===== config.mk =====
export PLATFORM = sky130hd
export DESIGN_NAME = toggle_meter
export DESIGN_NICKNAME = d
export VERILOG_FILES = /design/src/rtl/toggle_meter.sv
export SDC_FILE = /design/constraint.sdc
export NUM_CORES = 1
export LEC_CHECK = 0
export CAP_MARGIN = 15
export CORE_ASPECT_RATIO = 2
export CORE_MARGIN = 2
export CORE_UTILIZATION = 40
export DETAILED_ROUTE_END_ITERATION = 8
export HOLD_SLACK_MARGIN = 0.05
export PLACE_DENSITY = 0.67
export SYNTH_ARGS = -nofsm -noshare
export SYNTH_HDL_FRONTEND = slang
export SYNTH_SLANG_ARGS = --single-unit

===== constraint.sdc =====
create_clock -name clk -period 7 [get_ports clk]
set_clock_uncertainty 0.15 [all_clocks]
set_input_delay 0.7 -clock clk [delete_from_list [all_inputs] [get_ports clk]]
set_output_delay 0.7 -clock clk [all_outputs]
set_load 0.01 [all_outputs]

===== src/rtl/toggle_meter.sv =====
// Switching-activity monitor: counts bit toggles on d between enabled samples,
// accumulates them over a fixed window and reports the window total and per-sample peak.
module toggle_meter #(
    parameter int WIDTH  = 32,
    parameter int WINDOW = 64,
    parameter int CW     = 16,
    parameter int PW     = 6
) (
    input  logic             clk,
    input  logic             reset,
    input  logic             en,
    input  logic [WIDTH-1:0] d,
    output logic [CW-1:0]    total,
    output logic [PW-1:0]    peak,
    output logic             ovf,
    output logic             valid
);

    typedef enum logic [0:0] {
        PRIME = 1'b0,
        RUN   = 1'b1
    } state_t;

    localparam int             CNTW     = 16;
    localparam logic [CNTW-1:0] LAST_CNT = CNTW'(WINDOW - 1);

    function automatic logic [PW-1:0] popcount(input logic [WIDTH-1:0] v);
        logic [PW-1:0] n;
        n = {PW{1'b0}};
        for (int i = 0; i < WIDTH; i++) begin
            n = n + {{(PW-1){1'b0}}, v[i]};
        end
        return n;
    endfunction

    state_t           state_r;
    state_t           state_nxt_s;
    logic [WIDTH-1:0] prev_r;
    logic [CW-1:0]    acc_r;
    logic [PW-1:0]    runmax_r;
    logic [CNTW-1:0]  cnt_r;
    logic             wovf_r;
    logic [CW-1:0]    total_r;
    logic [PW-1:0]    peak_r;
    logic             ovf_r;
    logic             valid_r;

    logic [PW-1:0]    tog_s;
    logic [CW:0]      sum_s;
    logic             sat_s;
    logic [CW-1:0]    acc_sat_s;
    logic [PW-1:0]    max_s;
    logic             close_s;
    logic             count_s;

    // State register
    always_ff @(posedge clk or negedge reset) begin
        if (!reset) begin
            state_r <= PRIME;
        end else begin
            state_r <= state_nxt_s;
        end
    end

    // Next-state logic: leave PRIME on the first enabled sample, RUN is absorbing
    always_comb begin
        state_nxt_s = state_r;
        case (state_r)
            PRIME: begin
                if (en) begin
                    state_nxt_s = RUN;
                end else begin
                    state_nxt_s = PRIME;
                end
            end
            RUN:     state_nxt_s = RUN;
            default: state_nxt_s = PRIME;
        endcase
    end

    // Toggle count, saturating accumulate, running max and window-close detect
    always_comb begin
        tog_s = popcount(d ^ prev_r);
        sum_s = {1'b0, acc_r} + {{(CW+1-PW){1'b0}}, tog_s};
        sat_s = sum_s[CW];
        if (sat_s) begin
            acc_sat_s = {CW{1'b1}};
        end else begin
            acc_sat_s = sum_s[CW-1:0];
        end
        if (tog_s > runmax_r) begin
            max_s = tog_s;
        end else begin
            max_s = runmax_r;
        end
        close_s = (cnt_r == LAST_CNT);
        if ((state_r == RUN) && en) begin
            count_s = 1'b1;
        end else begin
            count_s = 1'b0;
        end
    end

    // Window datapath and registered results; prev loads on every enabled edge,
    // including the priming one and the window-closing one
    always_ff @(posedge clk or negedge reset) begin
        if (!reset) begin
            prev_r   <= {WIDTH{1'b0}};
            acc_r    <= {CW{1'b0}};
            runmax_r <= {PW{1'b0}};
            cnt_r    <= {CNTW{1'b0}};
            wovf_r   <= 1'b0;
            total_r  <= {CW{1'b0}};
            peak_r   <= {PW{1'b0}};
            ovf_r    <= 1'b0;
            valid_r  <= 1'b0;
        end else begin
            valid_r <= 1'b0;
            if (en) begin
                prev_r <= d;
            end
            if (count_s) begin
                if (close_s) begin
                    total_r  <= acc_sat_s;
                    peak_r   <= max_s;
                    ovf_r    <= wovf_r | sat_s;
                    valid_r  <= 1'b1;
                    acc_r    <= {CW{1'b0}};
                    runmax_r <= {PW{1'b0}};
                    cnt_r    <= {CNTW{1'b0}};
                    wovf_r   <= 1'b0;
                end else begin
                    acc_r    <= acc_sat_s;
                    runmax_r <= max_s;
                    cnt_r    <= cnt_r + 16'd1;
                    wovf_r   <= wovf_r | sat_s;
                end
            end
        end
    end

    assign total = total_r;
    assign peak  = peak_r;
    assign ovf   = ovf_r;
    assign valid = valid_r;

endmodule


== After elaboration in Yosys (flattened, before gate mapping) ==
Cells that the tools add are included.
Widths: inputs -> output; s select.

* Divide/modulo/power cells: 0
* Shifts and indexed selects: 0
* Add/subtract/negate cells: 33
* Reduce and logical (&&, ||, !) cells: 2
* Multiply operators: 0
* Multiplexer cells: 11
* Equality and inequality tests: 1
* Bitwise gates (word level): 3
* Magnitude comparators: 1

{| class="wikitable"
|+ Operators with widths
! kind !! number
|-
| $add 6x1->6 || 26
|-
| $mux 16 || 3
|-
| $xor 32x32->32 || 1
|-
| $add 16x6->17 || 1
|-
| $add 16x1->16 const B || 1
|-
| $eq 16x6->1 const B || 1
|-
| $mux 6 || 2
|-
| $add 5x1->6 || 1
|-
| $gt 6x6->1 || 1
|-
| $add 4x1->5 || 1
|-
| $mux 1 || 5
|-
| $add 3x1->4 || 1
|-
| $add 2x1->3 || 1
|-
| $add 1x1->2 || 1
|-
| $pmux 1 s2 || 1
|-
| $reduce_and 2->1 || 1
|-
| $logic_and 1x1->1 || 1
|-
| $not 1->1 || 1
|-
| $or 1x1->1 || 1
|}

* Latch bits: 0
* ROM bits: 0
* Bits in registers: 96
* Memories: 0
* Word-level logic and storage cells: 61
* Memory bits (writable): 0
* Input port bits: 35

== Depth between registers and ports, before layout ==
Gate-level depths: netlist (run 1).

* Depth in word-level cells: 35
* Mapped depth: 24

== Worst setup path before layout (run 1) ==
No wires, ideal clock.

* Kind: in2reg
* Start: in d[0]
* End: reg acc_r[11]
* Setup time: 121 ps
* Path buffers: 1
* Stages: 23
* Data arrival time: 6852 ps
* Required time: 6729 ps
* Path slack: -123 ps
* Path through: xnor2_1 > fa_1 > inv_1 > fa_1 > fa_1 > fa_1 > inv_1 > fa_1 > fa_1 > inv_1 > ha_1 > inv_1 > fa_1 > nand2b_1 > a21oi_1 > xor2_1 > ha_1 > a21o_1 > a221oi_2 > or4_1 > buf_2 > o31ai_1 > a22o_1

* Word-level cells in the longest chain between the ends: 35

{| class="wikitable"
|+ RTL lines
! element !! line !! RTL
|-
| start: declaration || 12 || <nowiki>input logic [WIDTH-1:0] d,</nowiki>
|-
| $xor 32x32->32 || 83 || <nowiki>tog_s = popcount(d ^ prev_r);</nowiki>
|-
| $add 1x1->2 || 31 || <nowiki>n = n + {{(PW-1){1'b0}}, v[i]};</nowiki>
|-
| $add 2x1->3 || 31 ||
|-
| $add 3x1->4 || 31 ||
|-
| $add 4x1->5 || 31 ||
|-
| $add 5x1->6 || 31 ||
|-
| $add 6x1->6 (26 in a row) || 31 ||
|-
| $add 16x6->17 || 84 || <nowiki>sum_s = {1'b0, acc_r} + {{(CW+1-PW){1'b0}}, tog_s};</nowiki>
|-
| $mux 16 || 86 || <nowiki>if (sat_s) begin</nowiki>
|-
| $mux 16 || 123 || <nowiki>if (close_s) begin</nowiki>
|-
| end signal: assignment || 109 || <nowiki>acc_r <= {CW{1'b0}};</nowiki>
|-
| end signal: assignment || 128 || <nowiki>acc_r <= {CW{1'b0}};</nowiki>
|-
| end signal: assignment || 133 || <nowiki>acc_r <= acc_sat_s;</nowiki>
|-
| end: declaration || 39 || <nowiki>logic [CW-1:0] acc_r;</nowiki>
|}

Every way passes these cells.
A chain may end at the register's enable or synchronous reset.

== Worst setup path in the final report (run 1) ==
* Start: in d[27]
* End: reg total_r[8], in the netlist total[8]

* Word-level cells in the longest chain between the ends: 8

{| class="wikitable"
|+ RTL lines
! element !! line !! RTL
|-
| $xor 32x32->32 || 83 ||
|-
| $add 6x1->6 (5 in a row) || 31 ||
|-
| $add 16x6->17 || 84 ||
|-
| $mux 16 || 86 ||
|-
| end signal: assignment || 113 || <nowiki>total_r <= {CW{1'b0}};</nowiki>
|-
| end signal: assignment || 124 || <nowiki>total_r <= acc_sat_s;</nowiki>
|-
| end: declaration || 43 || <nowiki>logic [CW-1:0] total_r;</nowiki>
|}

Every way passes these cells.

==> flow_summary.yaml, run 1 <==
clock_network:
  cts_tree: "built"
  cts_buffer_depth: 2
  cts_hold_buf: 0
  cts_buffers: 9
  clk_latency_ns: 0.35
  cts.htree.levels: 3
  clk_pin_slew_ns: 0.07
  cts_root_buffer: "clkbuf_16"
  clock_sinks: 96
sta:
  slew_headroom: 0.3633
  holdWs_ns: 0.08580
  finalCritPeriodShare: 0.9780
  tightest_slew_ns: 0.9551
  fmax_ghz: 0.1461
  period_minus_slack_ns: 6.846
  slew_viol_final: 0
  setup_violations: 0
  rsz0062_at_grt: "yes"
  finalHoldViolations: 0
die:
  die_h_um: 168.9
  die_area_mm2: 0.01460
  fp-row-count: 60
  core_mm2: 0.01336
  start_util: 0.4069
  die_x_um: 86.45
  pin_count: 59
min_path:
  hold_class: "in -> async"
grt:
  grt-busiest-layer: "met2"
  grt_pass1_vias: 4470
  met2_usage: 0.3535
  antenna_found_initial: 0
  grt.overflow.total: 0
  use_met1: 0.1921
  grt_usage: 0.1865
  use_met3: 0.02779
  grt_start_max_net_pins: 76
  grt_pass1_wl_um: 21270
logic_synthesis:
  syn_area_mm2: 0.005438
  yosysMostFrequentCell: "dfrtp_1"
  synth_async_sr_flop_share: 1.000
  netlist.area_leader.share: 0.4418
  syn_nets: 574
  ys_types: 49
  yosysTopAreaCell: "dfrtp_1"
  synth-simple-area-share: 0.09940
  ys_seq_elements: 96
  synth-edff-count: 0
  yosys-top-cells-count: "96 x dfrtp_1, 35 x inv_1, 33 x nor2_1, 33 x xnor2_1, 32 x mux2_2"
  synth.area.top_cells: "dfrtp_1 44%, fa_1 9.2%, mux2_2 6.6%"
  synth_top_family_by_area: "adder cells"
  synthCells: 494
  synth_xor_area_frac: 0.09342
  synth_compound_area_frac: 0.1157
  seq_area_frac_synth: 0.4418
  synth-adder-area-share: 0.1381
  synthMuxAreaShare: 0.07363
  postSynthAreaPerCell_um2: 11.01
  synth_top_flop_cell: "dfrtp_1"
  yosysWarnings: 0
cells_and_area:
  fin_nets: 664
  finalInstanceArea_mm2: 0.007019
  drive_above_1_share: 0.2598
  antenna_cells: 0
  syn_to_final_growth_pct: 29.08
detailed_routing:
  drc_errors: 0
  avgViaCountPerCell: 5.437
  first_pass_iters: 4
  num_vias: 4045
  drt-wirelength-per-cell_um: 17.48
  postRouteAntennaNets: 0
  drt_iter0_markers: 163
  drt-total-wl_um: 13010
worst_setup_path:
  crit_fanout: 5
  path_class: "in -> reg"
  worstSetupEndpointType: "flip-flop"
  arrival_ns: 6.90
  critPathRequiredTime_ns: 7.06
  cp-start-kind: "input pin"
placed_design:
  gp_congestion: 0.8615
  placed_area_mm2: 0.006394
  dp_hpwl_um: 9534
  io_buffers: 58
outcome:
  status: "finished, final reports clean"
job:
  maxCapViolations: 0
==> repair_timing <==
| item | 4_1_cts | 5_1_grt |
|---|---|---|
| gates resized for setup | 33 | 69 |
| setup buffers | 0 | 6 |
| pin swaps | 22 | 34 |
| setup endpoints to repair | 46 | 46 |
==> critical path, cell delays in order <==
cell and delay, ns:
clkdlybuf4s15_1 0.22, xnor2_2 0.16, fa_1 0.58, fa_1 0.44
fa_1 0.51, inv_2 0.05, fa_1 0.51, inv_2 0.05
fa_1 0.51, fa_1 0.48, inv_1 0.09, ha_2 0.19
inv_2 0.04, fa_2 0.34, nand2b_4 0.15, a21oi_4 0.14
xor2_2 0.22, ha_4 0.24, a21o_1 0.21, a221oi_4 0.41
buf_4 0.19, buf_6 0.11, nor2_2 0.05, xnor2_2 0.20
a31oi_4 0.10
==> final timing paths <==
path                            from  depth (start not counted)  slack [ns]         to
min reg2reg                  peak[1]                          2        0.34    peak[1]
max reg2reg                prev_r[3]                         24        0.18   total[8]
min in group clk             peak[1]                          2        0.34    peak[1]
max                            d[27]                         25        0.15   total[8]
max in group asynchronous      reset                          2        5.36   total[9]
min                            reset                          1        0.09  prev_r[9]
==> layout by cell type (no fill, tap or decap), drive strengths merged, types with 8 or more instances in the layout <==
master         count
dfrtp             96
clkdlybuf4s50     42
buf               40
inv               40
nor2              33
xnor2             33
mux2              32
nand2             31
o21ai             29
fa                25
xor2              25
ha                20
clkbuf            20
nand3             16
a21oi             15
a22o              13
a31oi              9
a21o               8
==> registers in the layout, summed over array words and instances, names as in the netlist, 6 cells and up <==
name,cells
prev_r,32
acc_r,16
cnt_r,16
total,16
peak,6
runmax_r,6
==> area by class of cell <==
type	count	area, um2
clock buffers	9	225.2
clock inverters	7	61.31
fillers	1186	6344
inverters	36	135.1
multi-input cells	345	3183
flip-flops and latches	96	2402
well taps	155	193.9
repair buffers	96	818.3
==> per-layer routing <==
metal  part of all wire  wire, um
met5                  0         0
met4              0.033       432
met3              0.030       385
met2               0.58      7543
met1               0.36      4646
==> logic make-up (layout without fill, tap and decap cells) <==
group,count (synthesis),after routing
adders and majority gates,45,45
and+or+nand+nor,111,111
AOI/OAI and AO/OA,95,95
buffers and inverters,53,148
DFF,96,96
xor gates and xnor gates,58,58
muxes,36,36
==> per-stage QoR <==
stage | setup TNS, ns | setup WS, ns | instances | utilization
after global routing | -0.6986 | -0.1157 | 744 | 0.5253
after detailed placement | -24.92 | -0.6451 | 722 | 0.4785
after floorplan | 0 | 0.01828 | 494 | -
after global placement | -17.91 | -0.4744 | 722 | 0.4785
after CTS | 0 | 0.01514 | 738 | 0.5071
final | 0 | 0.1540 | 744 | 0.5253
Power of run 1 is left out: the tool's default activity adds up to more than one toggle a clock period on the data nets, which glitch-free logic cannot reach.
==> run 2: changes to the inputs <==
Settings changed: ABC_AREA set to 1, GPL_TIMING_DRIVEN set to 0.
==> flow_summary.yaml, run 2 <==
outcome:
  status: "finished, final reports clean"
clock_network:
  cts_buffer_depth: 2
  clk_latency_ns: 0.36
  cts_buffers: 9
  clk_pin_slew_ns: 0.07
  cts_root_buffer: "clkbuf_16"
  clock_sinks: 96
  cts.htree.levels: 3
  cts_tree: "built"
logic_synthesis:
  synthCells: 646
  synth.area.top_cells: "dfrtp_1 42%, nand2_1 13%, fa_1 8.7%"
  synth_top_flop_cell: "dfrtp_1"
  syn_area_mm2: 0.005773
  yosysTopAreaCell: "dfrtp_1"
  yosysMostFrequentCell: "nand2_1"
  syn_nets: 726
  yosys-top-cells-count: "196 x nand2_1, 96 x dfrtp_1, 84 x inv_1"
  seq_area_frac_synth: 0.4161
  postSynthAreaPerCell_um2: 8.937
  synth-edff-count: 0
  ys_seq_elements: 96
  synth_async_sr_flop_share: 1.000
  yosysWarnings: 0
  netlist.area_leader.share: 0.4161
  ys_types: 36
detailed_routing:
  drc_errors: 0
  postRouteAntennaNets: 0
  drt-wirelength-per-cell_um: 14.30
  drt_iter0_markers: 196
  avgViaCountPerCell: 4.884
  num_vias: 4464
  first_pass_iters: 5
  drt-total-wl_um: 13070
grt:
  grt_usage: 0.1835
  grt_start_max_net_pins: 72
  grt_pass1_wl_um: 22160
  grt_pass1_vias: 4926
  grt.overflow.total: 0
  antenna_found_initial: 0
die:
  start_util: 0.4045
  die_area_mm2: 0.01547
  fp-row-count: 62
  pin_count: 59
  die_x_um: 88.95
  core_mm2: 0.01427
  die_h_um: 173.9
sta:
  setup_violations: 0
  finalHoldViolations: 0
  slew_viol_final: 0
  slew_headroom: 0.6537
  tightest_slew_ns: 0.5195
  finalCritPeriodShare: 0.9666
  finalSetupTns_ns: 0
  fmax_ghz: 0.1478
  period_minus_slack_ns: 6.766
cells_and_area:
  top_register: "prev_r"
  fin_nets: 797
  final_common_cell: "nand2_1"
  syn_to_final_growth_pct: 22.37
  antenna_cells: 0
  drive_above_1_share: 0.1413
  largest_reg_flops: 32
  layout_common_cells: "191 x nand2_1, 96 x dfrtp_1, 84 x inv_1"
worst_setup_path:
  slowest_delay_ns: 0.54
  arrival_ns: 6.86
  cp-start-kind: "input pin"
  crit_fanout: 10
  path_class: "in -> reg"
  critPathRequiredTime_ns: 7.10
  cp_slowest_cell: "fa_1"
  worstSetupEndpointType: "flip-flop"
job:
  maxCapViolations: 0
placed_design:
  dp_hpwl_um: 10140
  io_buffers: 57
  gp_congestion: 0.9432
min_path:
  hold_class: "in -> async"
run 2: final cells by class:
cell class                      count  area (um2)
Timing Repair Buffer               60       625.6
Sequential cell                    96        2402
Clock inverter                      6       60.06
Multi-Input combinational cell    450        3089
Tap cell                          192       240.2
Buffer                             14       85.08
Fill cell                        1374        7209
Inverter                           86       322.8
Clock buffer                       10       239.0
run 2: metal layers:
| metal | share of wire | vias up | GRT usage |
|---|---|---|---|
| met5 | 0 | - | 0 |
| met4 | 0.043 | 0 | 0.09080 |
| met3 | 0.034 | 39 | 0.03229 |
| met2 | 0.57 | 108 | 0.3408 |
| met1 | 0.35 | 2154 | 0.1880 |
| li1 | - | 2163 | - |
run 2: kinds of logic after synthesis:
kind of cell	after synthesis	synth area share
and+or+nand+nor	304	0.2304
muxes	32	0.06242
DFF	96	0.4161
adders and majority gates	45	0.1300
xor gates and xnor gates	44	0.06675
AOI/OAI and AO/OA	25	0.02514
buffers and inverters	100	0.06914
run 2: worst paths after layout:
kind                            start        end  slack (ns)  cells after the start
max                              d[1]   acc_r[5]        0.23                     27
min                             reset  prev_r[6]        0.12                      1
max reg2reg                prev_r[11]   acc_r[5]        0.56                     27
min reg2reg                   state_r    state_r        0.32                      1
max in group asynchronous       reset   cnt_r[7]        5.90                      2
min in group clk              state_r    state_r        0.32                      1
run 2: critical path, delay by kind of cell:
kind,cells,cell delay (ns)
XOR/XNOR,1,0.16
adder cells (fa/ha/maj),9,4.07
buffers and inverters,8,0.99
AND/OR/NAND/NOR,9,0.90
run 2: per-stage QoR:
step / hold WS [ns] / utilization / worst slack [ns] / cell area, um2 / cells
3_5_place_dp: 0.3087 / 0.4630 / -0.5371 / 6609 / 896
5_1_grt: 0.1338 / 0.4949 / -0.01783 / 7064 / 914
3_3_place_gp: 0.3042 / 0.4613 / -0.4839 / 6584 / 895
2_1_floorplan: 0.2544 / - / 0.5923 / 5773 / 646
6_report: 0.1161 / 0.4949 / 0.2338 / 7064 / 914
4_1_cts: 0.1197 / 0.4874 / 0.01065 / 6957 / 912
run 2: timing repair:
action                     CTS  global route
pin swaps                    1            14
setup buffers                0             2
hold endpoints to repair     0             0
hold buffers                 0             0
setup endpoints to repair   39            46
resized for setup           10            23
Power of run 2 is left out for the same reason.
